===== config.mk =====
export PLATFORM = sky130hd
export DESIGN_NAME = game_timer_ctrl_flat
export DESIGN_NICKNAME = d
export VERILOG_FILES = /design/src/rtl/game_timer_ctrl_pkg.sv /design/src/rtl/game_timer_ctrl_if.sv /design/src/rtl/game_timer_ctrl_sec_prescaler.sv /design/src/rtl/game_timer_ctrl.sv /design/src/flat_wrapper.sv
export SDC_FILE = /design/constraint.sdc
export NUM_CORES = 1
export LEC_CHECK = 0
export CAP_MARGIN = 20
export CORE_MARGIN = 2
export CORE_UTILIZATION = 45
export CTS_CLUSTER_SIZE = 16
export DETAILED_ROUTE_END_ITERATION = 8
export PLACE_DENSITY = 0.72
export SLEW_MARGIN = 10
export SYNTH_ARGS = -nofsm -noshare
export SYNTH_HDL_FRONTEND = slang
export SYNTH_SLANG_ARGS = --single-unit

===== constraint.sdc =====
create_clock -name clk_100MHz -period 4.8 [get_ports clk_100MHz]
set_input_delay 0.96 -clock clk_100MHz [delete_from_list [all_inputs] [get_ports clk_100MHz]]
set_output_delay 0.96 -clock clk_100MHz [all_outputs]
set_load 0.02 [all_outputs]

===== src/rtl/game_timer_ctrl_pkg.sv =====
// game_timer_ctrl_pkg: shared state encoding and clock constants for the round sequencer
package game_timer_ctrl_pkg;
    localparam int CLK_HZ = 100_000_000;
    typedef enum logic [2:0] {
        IDLE   = 3'd0,
        ARM    = 3'd1,
        SERVE  = 3'd2,
        PLAY   = 3'd3,
        PAUSED = 3'd4,
        OVER   = 3'd5
    } state_t;
endpackage


===== src/rtl/game_timer_ctrl_if.sv =====
// game_timer_ctrl_if: buttons/game events in, timer control and status out
interface game_timer_ctrl_if #(parameter int ROUND_W = 4);
    logic               btn_start;
    logic               btn_pause;
    logic               point_scored;
    logic               clock_stopped;
    logic               timer_enable;
    logic               timer_reset;
    logic [2:0]         serve_count;
    logic [2:0]         state_o;
    logic               game_over;
    logic [ROUND_W-1:0] round_count;
    modport master (
        output btn_start, btn_pause, point_scored, clock_stopped,
        input  timer_enable, timer_reset, serve_count, state_o, game_over, round_count
    );
    modport slave (
        input  btn_start, btn_pause, point_scored, clock_stopped,
        output timer_enable, timer_reset, serve_count, state_o, game_over, round_count
    );
endinterface


===== src/rtl/game_timer_ctrl_sec_prescaler.sv =====
// game_timer_ctrl_sec_prescaler: one-cycle tick every TICK_DIV enabled cycles
module game_timer_ctrl_sec_prescaler #(
    parameter int TICK_DIV = 100_000_000
) (
    input  logic clk_100MHz,
    input  logic reset,
    input  logic clr,
    input  logic en,
    output logic tick
);
    localparam int CW = (TICK_DIV > 1) ? $clog2(TICK_DIV) : 1;
    logic [CW-1:0] cnt;
    assign tick = en && (cnt == CW'(TICK_DIV - 1));
    // wrap the count at TICK_DIV-1; clr restarts a fresh second
    always_ff @(posedge clk_100MHz) begin
        if (reset || clr) cnt <= '0;
        else if (en) cnt <= tick ? '0 : cnt + 1'b1;
    end
endmodule


===== src/rtl/game_timer_ctrl.sv =====
// game_timer_ctrl: round sequencer gating the countdown timer through serve, play, pause and game over
module game_timer_ctrl
    import game_timer_ctrl_pkg::*;
#(
    parameter int TICK_DIV   = CLK_HZ,
    parameter int SERVE_SECS = 3
) (
    input  logic            clk_100MHz,
    input  logic            reset,
    game_timer_ctrl_if.slave bus
);
    state_t state, state_n;
    logic   start_q, pause_q, start_p, pause_p, tick;
    assign start_p     = bus.btn_start & ~start_q;
    assign pause_p     = bus.btn_pause & ~pause_q;
    assign bus.state_o = state;
    game_timer_ctrl_sec_prescaler #(.TICK_DIV(TICK_DIV)) u_serve_div (
        .clk_100MHz (clk_100MHz),
        .reset      (reset),
        .clr        (state != SERVE),
        .en         (state == SERVE),
        .tick       (tick)
    );
    // next state: clock_stopped beats start, start beats point, point beats pause
    always_comb begin
        state_n = IDLE;
        case (state)
            IDLE:    state_n = start_p ? ARM : IDLE;
            ARM:     state_n = SERVE;
            SERVE:   state_n = (tick && bus.serve_count == 3'd1) ? PLAY : SERVE;
            PLAY:    state_n = bus.clock_stopped ? OVER : bus.point_scored ? SERVE : pause_p ? PAUSED : PLAY;
            PAUSED:  state_n = bus.clock_stopped ? OVER : start_p ? ARM : pause_p ? PLAY : PAUSED;
            OVER:    state_n = start_p ? ARM : OVER;
            default: state_n = IDLE;
        endcase
    end
    // state and registered outputs; button history tracks the level even in reset so a held button never counts as a press
    always_ff @(posedge clk_100MHz) begin
        start_q <= bus.btn_start;
        pause_q <= bus.btn_pause;
        if (reset) begin
            state            <= IDLE;
            bus.timer_enable <= 1'b0;
            bus.timer_reset  <= 1'b0;
            bus.serve_count  <= 3'd0;
            bus.game_over    <= 1'b0;
            bus.round_count  <= '0;
        end else begin
            state            <= state_n;
            bus.timer_enable <= (state == PLAY) && (state_n == PLAY);
            bus.timer_reset  <= state == ARM;
            bus.game_over    <= state_n == OVER;
            bus.serve_count  <= (state_n != SERVE) ? 3'd0 :
                                (state != SERVE)   ? 3'(SERVE_SECS) :
                                bus.serve_count - {2'd0, tick};
            bus.round_count  <= (state_n == ARM) ? '0 :
                                (state_n == SERVE && state != SERVE && !(&bus.round_count)) ? bus.round_count + 1'b1 :
                                bus.round_count;
        end
    end
endmodule


===== src/flat_wrapper.sv =====
// flat-port wrapper written by rule: the top's interface ports become plain ports
module game_timer_ctrl_flat import game_timer_ctrl_pkg::*;
#(
    parameter int TICK_DIV   = CLK_HZ,
    parameter int SERVE_SECS = 3
)
  (clk_100MHz, reset, bus_btn_start, bus_btn_pause, bus_point_scored, bus_clock_stopped, bus_timer_enable, bus_timer_reset, bus_serve_count, bus_state_o, bus_game_over, bus_round_count);
  game_timer_ctrl_if #(.ROUND_W(4)) bus_i ();
  input  logic clk_100MHz;
  input  logic reset;
  input wire logic [$bits(bus_i.btn_start)-1:0] bus_btn_start;
  input wire logic [$bits(bus_i.btn_pause)-1:0] bus_btn_pause;
  input wire logic [$bits(bus_i.point_scored)-1:0] bus_point_scored;
  input wire logic [$bits(bus_i.clock_stopped)-1:0] bus_clock_stopped;
  output wire logic [$bits(bus_i.timer_enable)-1:0] bus_timer_enable;
  output wire logic [$bits(bus_i.timer_reset)-1:0] bus_timer_reset;
  output wire logic [$bits(bus_i.serve_count)-1:0] bus_serve_count;
  output wire logic [$bits(bus_i.state_o)-1:0] bus_state_o;
  output wire logic [$bits(bus_i.game_over)-1:0] bus_game_over;
  output wire logic [$bits(bus_i.round_count)-1:0] bus_round_count;
  assign bus_i.btn_start = bus_btn_start;
  assign bus_i.btn_pause = bus_btn_pause;
  assign bus_i.point_scored = bus_point_scored;
  assign bus_i.clock_stopped = bus_clock_stopped;
  assign bus_timer_enable = bus_i.timer_enable;
  assign bus_timer_reset = bus_i.timer_reset;
  assign bus_serve_count = bus_i.serve_count;
  assign bus_state_o = bus_i.state_o;
  assign bus_game_over = bus_i.game_over;
  assign bus_round_count = bus_i.round_count;
  game_timer_ctrl #(.TICK_DIV(TICK_DIV), .SERVE_SECS(SERVE_SECS)) u_core (.clk_100MHz(clk_100MHz), .reset(reset), .bus(bus_i));
endmodule

==> summary.txt, run 1 <==
Placement
  • Inst Count DP: 311
  • Port bufs: 18
  • Detailed-placement wirelength estimate: 2930 um
  • Global placer's final weighted congestion: 0.850
  • Pre-CTS setup slack: 1730 ps

Critical path
  • Largest fanout on the critical path: 6
  • CP Launch Type: primary input
  • Arrival time of the worst setup path: 3000 ps
  • Crit path kind: primary input to flip-flop
  • Required time of the critical path: 5020 ps
  • Nature of the critical path endpoint: flip-flop
  • R2r setup slk: 2220 ps

Die
  • Core Rows: 25
  • Area of the placeable core: 0.00466 sq mm
  • Number of primary I/O pins: 19
  • Area of the die: 0.00531 sq mm
  • Width of the die: 72.9 um
  • Floorplan die height: 72.9 um
  • Initial Util: 45.8%

Job
  • Number of max-cap violations: 0

Pwr
  • Power share of the sequential group: 57.0%
  • Switching power summed over all nets: 158 uW
  • Cell-internal power: 477 uW
  • Leak pwr: 0.730 nW
  • Switching share of total power: 24.9%
  • Maximum resistive drop on vdd: 115 uV
  • Fraction of power consumed by combinational cells: 9.3%
  • Power density over the cells: 263 mW/mm^2
  • Portion of total power attributed to the clock network: 33.8%

Timing
  • Final worst path period need: 2780 ps
  • Hold Slack: 462 ps
  • Final Skew: 8.27 ps
  • Unrepaired setup endpoints after global routing: false
  • Crit path setup slack, layout: 2020 ps
  • Worst relative slew slack: 38.8%
  • Share of the cycle needed by the critical path after routing: 57.9%
  • Slew at the pin closest to its max-slew limit: 917 ps
  • Pins over their slew limit: 0
  • Finish-stage setup viols: 0
  • Highest clock frequency the design can meet: 360 MHz
  • Total Neg Setup Slack: 0 ps
  • Final count of hold timing violations: 0

Logic synthesis
  • Synth Area per Inst: 8.68 sq um
  • Prevailing post-synth register cell: dfxtp_1
  • Gate Count Post-Synth: 246
  • Yosys warnings: 0
  • Post-synthesis cell area: 0.00214 sq mm
  • Post-synthesis net count: 256
  • Number of enable flip-flop cells after synthesis: 0
  • Post-synthesis register bit count: 42
  • Seq/Total Area, Yosys: 39.4%
  • Synth async-reset ratio: 0%
  • Distinct cells, synth: 50

Hold path
  • Worst min-delay path category: flip-flop to flip-flop

Global route
  • Number of global-route vias before repair: 1576
  • Sum of overflow across all layers after global routing: 0
  • Gr usage total: 16.8%
  • Number of antenna violations at the first check in global routing: 0
  • First-pass GRT wire length: 7110 um
  • Maximum number of pins on one net before global-route repair: 28

Cells and area
  • Synth-to-layout area growth: 13.1%
  • Antenna diode instance count: 0
  • Final std cells w/o fill: 318
  • Nets: 274
  • Fill count: 461
  • Share of cells above drive strength 1: 6.82%
  • Final Core Density: 51.8%

Route
  • Routed via count: 1787
  • Final Routed Wirelength: 4060 um
  • Remaining number of nets flagged by the antenna check after routing: 0
  • DRC violation count after routing: 0
  • Number of search-and-repair iterations in the first detailed-routing pass: 4
  • Routed wire per std cell: 12.8 um
  • Via count normalized by instance count: 5.62
  • Violation count after the first detailed-routing iteration: 108

Run status
  • Outcome: finished, final reports clean

CTS
  • Count of hold buffers inserted by post-cts repair: 0
  • Setup fix buffers added after clock tree synthesis: 0
  • Number of buffers on the longest clock path: 2
  • Clock root buffer: clkbuf_8
  • Clock tree from TritonCTS: built
  • Maximum level of the CTS H-tree: 2
  • Number of buffers added by the clock tree synthesis step: 5
  • Skew-Pair Late Insertion Delay: 290 ps
  • Clock-pin slew reported for the worst setup and hold paths after clock tree synthesis: 80 ps
  • Clock sink count: 42
  • Number of resized instances in the post-cts repair step: 0
[logic make-up after synthesis]
family / after synthesis / share of synthesized area [%]
buffers and inverters: 18 / 4.10
adder cells (fa/ha/maj): 4 / 2.34
XOR/XNOR: 24 / 9.84
flip-flops: 42 / 39.4
AO/OA/AOI/OAI: 25 / 9.14
AND/OR/NAND/NOR: 133 / 35.2
[cells in the mapped netlist (3+ instances only)]
cell	number	area [sq um]
a21oi_1	5	25.0
and4_1	5	43.8
buf_4	3	22.5
dfxtp_1	42	841
ha_1	4	50.1
inv_1	11	41.3
nand2_1	11	41.3
nand2b_1	5	31.3
nand3_1	15	75.1
nand4_1	12	75.1
nor2_1	39	146
nor2b_1	8	50.1
nor3_1	4	20.0
nor3b_1	4	30.0
nor4_1	9	56.3
o311ai_0	3	26.3
xnor2_1	19	166
xor2_1	5	43.8
[cells in the final DEF, fill, tap and decap left out, drive strengths merged, types with 5 or more instances in the layout]
cell type and count:
dfxtp 42, nor2 39, xnor2 19, clkdlybuf4s50 18
nand3 16, nand4 12, nand2 12, inv 11
nor4 9, nor2b 8, a21oi 6, and4 5
nand2b 5, xor2 5, clkbuf 5
[final cells by class]
type | count | area [sq um] | share of cell area [%]
Timing Repair Buffer | 18 | 180 | 7.46
Multi-Input combinational cell | 186 | 1210 | 50.0
Sequential cell | 42 | 841 | 34.8
Clock inverter | 2 | 10.0 | 0.414
Inverter | 11 | 41.3 | 1.71
Clock buffer | 5 | 68.8 | 2.85
Tap cell | 54 | 67.6 | 2.80
[state kept, by name, summed over array words and instances, names as in the netlist]
name,cells
u_core.u_serve_div.cnt,27
u_core.bus.round_count,4
u_core.bus.serve_count,3
u_core.bus.state_o,3
u_core.bus.game_over,1
u_core.bus.timer_enable,1
u_core.bus.timer_reset,1
u_core.pause_q,1
u_core.start_q,1
[critical path, cell delays in order]
cell	delay [ps]
clkdlybuf4s50_1	480
or3b_2	480
a31oi_2	330
a221oi_1	170
or4_1	490
o211ai_1	100
[metal layers]
| layer | GRT usage [%] | routed length [um] |
|---|---|---|
| met5 | 0 | 0 |
| met4 | 6.17 | 63 |
| met3 | 4.14 | 136 |
| met2 | 26.3 | 1810 |
| met1 | 22.6 | 2050 |
[power groups by stage]
stage	Clock, mW	Combinational [mW]	Sequential (mW)
global placement	0	0.0582	0.370
global route	0.235	0.0653	0.363
floorplan	0	0.0375	0.372
detailed placement	0	0.0585	0.370
CTS	0.220	0.0589	0.362
finish	0.214	0.0589	0.362
[path summary, 6_finish.rpt]
kind	from	endpoint	cells after the start
max	bus_btn_pause	u_core.bus.round_count[3]$_SDFFE_PP0P_	6
min	u_core.u_serve_div.cnt[0]$_SDFFE_PP0N_	u_core.u_serve_div.cnt[0]$_SDFFE_PP0N_	1
max reg2reg	u_core.bus.state_o[1]$_SDFF_PP0_	u_core.u_serve_div.cnt[4]$_SDFFE_PP0N_	5
min reg2reg	u_core.u_serve_div.cnt[0]$_SDFFE_PP0N_	u_core.u_serve_div.cnt[0]$_SDFFE_PP0N_	1
[stage by stage]
stage          cell area [sq um]  power (mW)
4_1_cts                     2420       0.641
2_1_floorplan               2140       0.410
5_1_grt                     2420       0.663
6_report                    2420       0.635
3_3_place_gp                2340       0.428
3_5_place_dp                2340       0.428
Power figures use the tool's default switching activity.
==> inputs of run 2 (changes only) <==
--- a/config.mk
+++ b/config.mk
@@ -10,7 +10,7 @@
 export CORE_UTILIZATION = 45
 export CTS_CLUSTER_SIZE = 16
 export DETAILED_ROUTE_END_ITERATION = 8
-export PLACE_DENSITY = 0.72
+export PLACE_DENSITY = 0.74
 export SLEW_MARGIN = 10
 export SYNTH_ARGS = -nofsm -noshare
 export SYNTH_HDL_FRONTEND = slang
==> constraint.sdc (replaced) <==
create_clock -name clk_100MHz -period 2.2 [get_ports clk_100MHz]
set_input_delay 0.44 -clock clk_100MHz [delete_from_list [all_inputs] [get_ports clk_100MHz]]
set_output_delay 0.44 -clock clk_100MHz [all_outputs]
set_load 0.02 [all_outputs]
==> summary.txt, run 2 (synthesized netlist as in run 1, its figures left out) <==
Cells and area
  • Flip-flop count of the largest register after layout: 27 (unchanged)
  • Total non-filler cell area in the finished layout: 0.00255 sq mm (+5.6%)
  • Storage element area: 841 sq um (unchanged)
  • Antenna diode instance count: 0 (unchanged)
  • Share of cells above drive strength 1: 12.5% (+5.7 points)
  • Most frequent cells in the layout: dfxtp_1, nor2_1, xnor2_1, clkdlybuf4s50_1
  • Largest regs: u_core.u_serve_div.cnt x27, u_core.bus.round_count x4
  • Top register by number of flip-flops: u_core.u_serve_div.cnt
  • Fill count: 447 (-3.0%)
  • Total area of multi-input combinational cells: 0.00121 sq mm (+0.52%)
  • Most common cell after layout, fill and taps aside: dfxtp_1
  • Synth-to-layout area growth: 19.4%
  • Nets: 289 (+5.5%)

Pwr
  • Switching power summed over all nets: 361 uW (+130%)
  • Cell-internal power: 1.10 mW (+130%)
  • Power share of the sequential group: 53.7% (-3.3 points)
  • Maximum resistive drop on vdd: 473 uV (+310%)
  • Power density over the cells: 571 mW/mm^2 (+120%)
  • Portion of total power attributed to the clock network: 35.5% (+1.7 points)
  • Leak pwr: 0.817 nW (+12%)
  • Fraction of power consumed by combinational cells: 10.8% (+1.5 points)
  • Switching share of total power: 24.8% (-0.13 points)

Placement
  • Placed cell area: 0.00245 sq mm (+4.8%)
  • Pre-CTS setup slack: -242 ps (-1970 ps)
  • Global placer's final weighted congestion: 0.885 (+4.1%)
  • Port bufs: 18 (unchanged)
  • Detailed-placement wirelength estimate: 3280 um (+12%)

Critical path
  • Nature of the critical path endpoint: flip-flop
  • Critical Path Slowest Stage Cell: or4_1
  • Cell Chain, Critical Path: clkdlybuf4s50_1 -> or3b_2 -> a31oi_2 -> a221oi_1 -> or4_1 -> o211ai_1
  • Number of buffer and inverter stages on the critical path: 1 (unchanged)
  • R2R Path Start: u_core.u_serve_div.cnt[0]$_SDFFE_PP0N_
  • Worst stage delay on the critical path: 500 ps (about the same)
  • CP Launch Type: primary input
  • Required time of the critical path: 2420 ps (-2600 ps)
  • Arrival time of the worst setup path: 2330 ps (-670 ps)
  • Critical register-to-register path endpoint: u_core.bus.round_count[3]$_SDFFE_PP0P_
  • Crit path kind: primary input to flip-flop
  • Largest fanout on the critical path: 3 (-3)
  • Worst R2R Path Depth: 6 (+1)
  • Largest delay share family, worst path: simple AND/OR/NAND/NOR gates
  • R2r setup slk: 240 ps (-1980 ps)

Run status
  • Outcome: finished, final reports clean

Timing
  • Final worst path period need: 2110 ps
  • Slew at the pin closest to its max-slew limit: 422 ps (-495 ps)
  • Worst relative slew slack: 71.8% (+33 points)
  • Crit path setup slack, layout: 93.7 ps (-1930 ps)
  • Highest clock frequency the design can meet: 475 MHz
  • Share of the cycle needed by the critical path after routing: 95.7%
  • Final Skew: 5.17 ps (-3.10 ps)
  • Unrepaired setup endpoints after global routing: false
  • Final count of hold timing violations: 0 (unchanged)
  • Pins over their slew limit: 0 (unchanged)
  • Finish-stage setup viols: 0 (unchanged)

Global route
  • Number of antenna violations at the first check in global routing: 0 (unchanged)
  • Sum of overflow across all layers after global routing: 0 (unchanged)
  • Maximum number of pins on one net before global-route repair: 15 (-46%)
  • First-pass GRT wire length: 7600 um (+6.9%)
  • Number of global-route vias before repair: 1691 (+7.3%)
  • Gr usage total: 18.2% (+1.4 points)

Route
  • DRC violation count after routing: 0 (unchanged)
  • Routed wire per std cell: 13.4 um (+4.8%)
  • Violation count after the first detailed-routing iteration: 115 (+6.5%)
  • Routed via count: 1914 (+7.1%)
  • Number of search-and-repair iterations in the first detailed-routing pass: 4 (unchanged)
  • Final Routed Wirelength: 4470 um (+10%)
  • Via count normalized by instance count: 5.73 (+2.0%)
  • Remaining number of nets flagged by the antenna check after routing: 0 (unchanged)

CTS
  • Clock sink count: 42 (unchanged)
  • Clock tree from TritonCTS: built
  • Setup fix buffers added after clock tree synthesis: 0 (unchanged)
  • Number of buffers added by the clock tree synthesis step: 5 (unchanged)
  • Count of hold buffers inserted by post-cts repair: 0 (unchanged)
  • Clock root buffer: clkbuf_8
  • Number of resized instances in the post-cts repair step: 0 (unchanged)
  • Number of buffers on the longest clock path: 2 (unchanged)
  • Maximum level of the CTS H-tree: 2 (unchanged)
  • Clock-pin slew reported for the worst setup and hold paths after clock tree synthesis: 80 ps (about the same)
  • Skew-Pair Late Insertion Delay: 290 ps (about the same)

Job
  • Number of max-cap violations: 0 (unchanged)

Die
  • Area of the placeable core: 0.00466 sq mm (unchanged)
  • Width of the die: 72.9 um (unchanged)
  • Area of the die: 0.00531 sq mm (unchanged)
  • Number of primary I/O pins: 19 (unchanged)
  • Core Rows: 25 (unchanged)
  • Initial Util: 45.8% (unchanged)
  • Floorplan die height: 72.9 um (unchanged)

Hold path
  • Worst Min Path Start: u_core.u_serve_div.cnt[0]$_SDFFE_PP0N_
  • Worst min-delay path category: flip-flop to flip-flop
  • Hold Path Sink: u_core.u_serve_div.cnt[0]$_SDFFE_PP0N_
  • Cell depth of the worst min-delay path: 1 (unchanged)
==> run 2: cell types whose count changed in the layout (fill, tap and decap cells not counted) <==
cell	before	now
clkbuf_8	5	6
buf_4	0	15
o22ai_2	0	1
clkinvlp_4	0	1
clkinv_2	2	1
o22ai_1	1	0
==> run 2: layer usage <==
| metal | share of wire [%] | vias up | GRT usage, % |
|---|---|---|---|
| li1 | - | 953 | - |
| met1 | 48 | 893 | 24.9 |
| met2 | 45 | 61 | 27.6 |
| met3 | 5.3 | 7 | 5.11 |
| met4 | 1.1 | 0 | 6.17 |
| met5 | 0 | - | 0 |
==> run 2: stage by stage <==
stage | instances | hold slack, ps | power (mW) | utilization [%] | setup TNS, ps
2_1_floorplan | 246 | 426 | 0.894 | - | 0
3_3_place_gp | 326 | 440 | 0.954 | 52.6 | -617
3_5_place_dp | 326 | 453 | 0.956 | 52.6 | -916
4_1_cts | 334 | 471 | 1.47 | 54.6 | 0
5_1_grt | 334 | 503 | 1.52 | 54.7 | 0
6_report | 334 | 470 | 1.46 | 54.7 | 0
==> run 2: final cells by class <==
class	count	area share [%]
Clock buffer	6	3.24
Multi-Input combinational cell	186	47.6
Timing Repair Buffer	33	11.5
Sequential cell	42	33.0
Tap cell	54	2.65
Clock inverter	2	0.490
Inverter	11	1.62
==> run 2: power by group through the flow <==
stage	clock network [mW]	logic (mW)	registers (mW)
final	0.517	0.158	0.782
after global routing	0.568	0.173	0.784
after CTS	0.534	0.156	0.782
after global placement	0	0.155	0.800
after detailed placement	0	0.156	0.800
after floorplan	0	0.0819	0.812
==> run 2: worst max-delay path by stage <==
stage | from | endpoint | slack [ps] | cells after the start
2_1_floorplan | u_core.bus.state_o[1]$_SDFF_PP0_ | u_core.u_serve_div.cnt[26]$_SDFFE_PP0N_ | 160 | 6
3_3_place_gp | bus_btn_pause | u_core.bus.round_count[0]$_SDFFE_PP0P_ | -160 | 7
3_5_place_dp | bus_btn_pause | u_core.bus.round_count[1]$_SDFFE_PP0P_ | -240 | 7
4_1_cts | bus_btn_pause | u_core.bus.round_count[1]$_SDFFE_PP0P_ | 90 | 7
5_1_grt | bus_btn_pause | u_core.bus.round_count[3]$_SDFFE_PP0P_ | 20 | 6
6_report | bus_btn_pause | u_core.bus.round_count[3]$_SDFFE_PP0P_ | 90 | 6
==> run 2: worst register-to-register path: cells and delay by family, from the launching register on <==
kind	cells	cell delay, ps
adder cells (fa/ha/maj)	1	230
AND/OR/NAND/NOR	4	1220
flip-flops	1	330
AO/OA/AOI/OAI	1	110
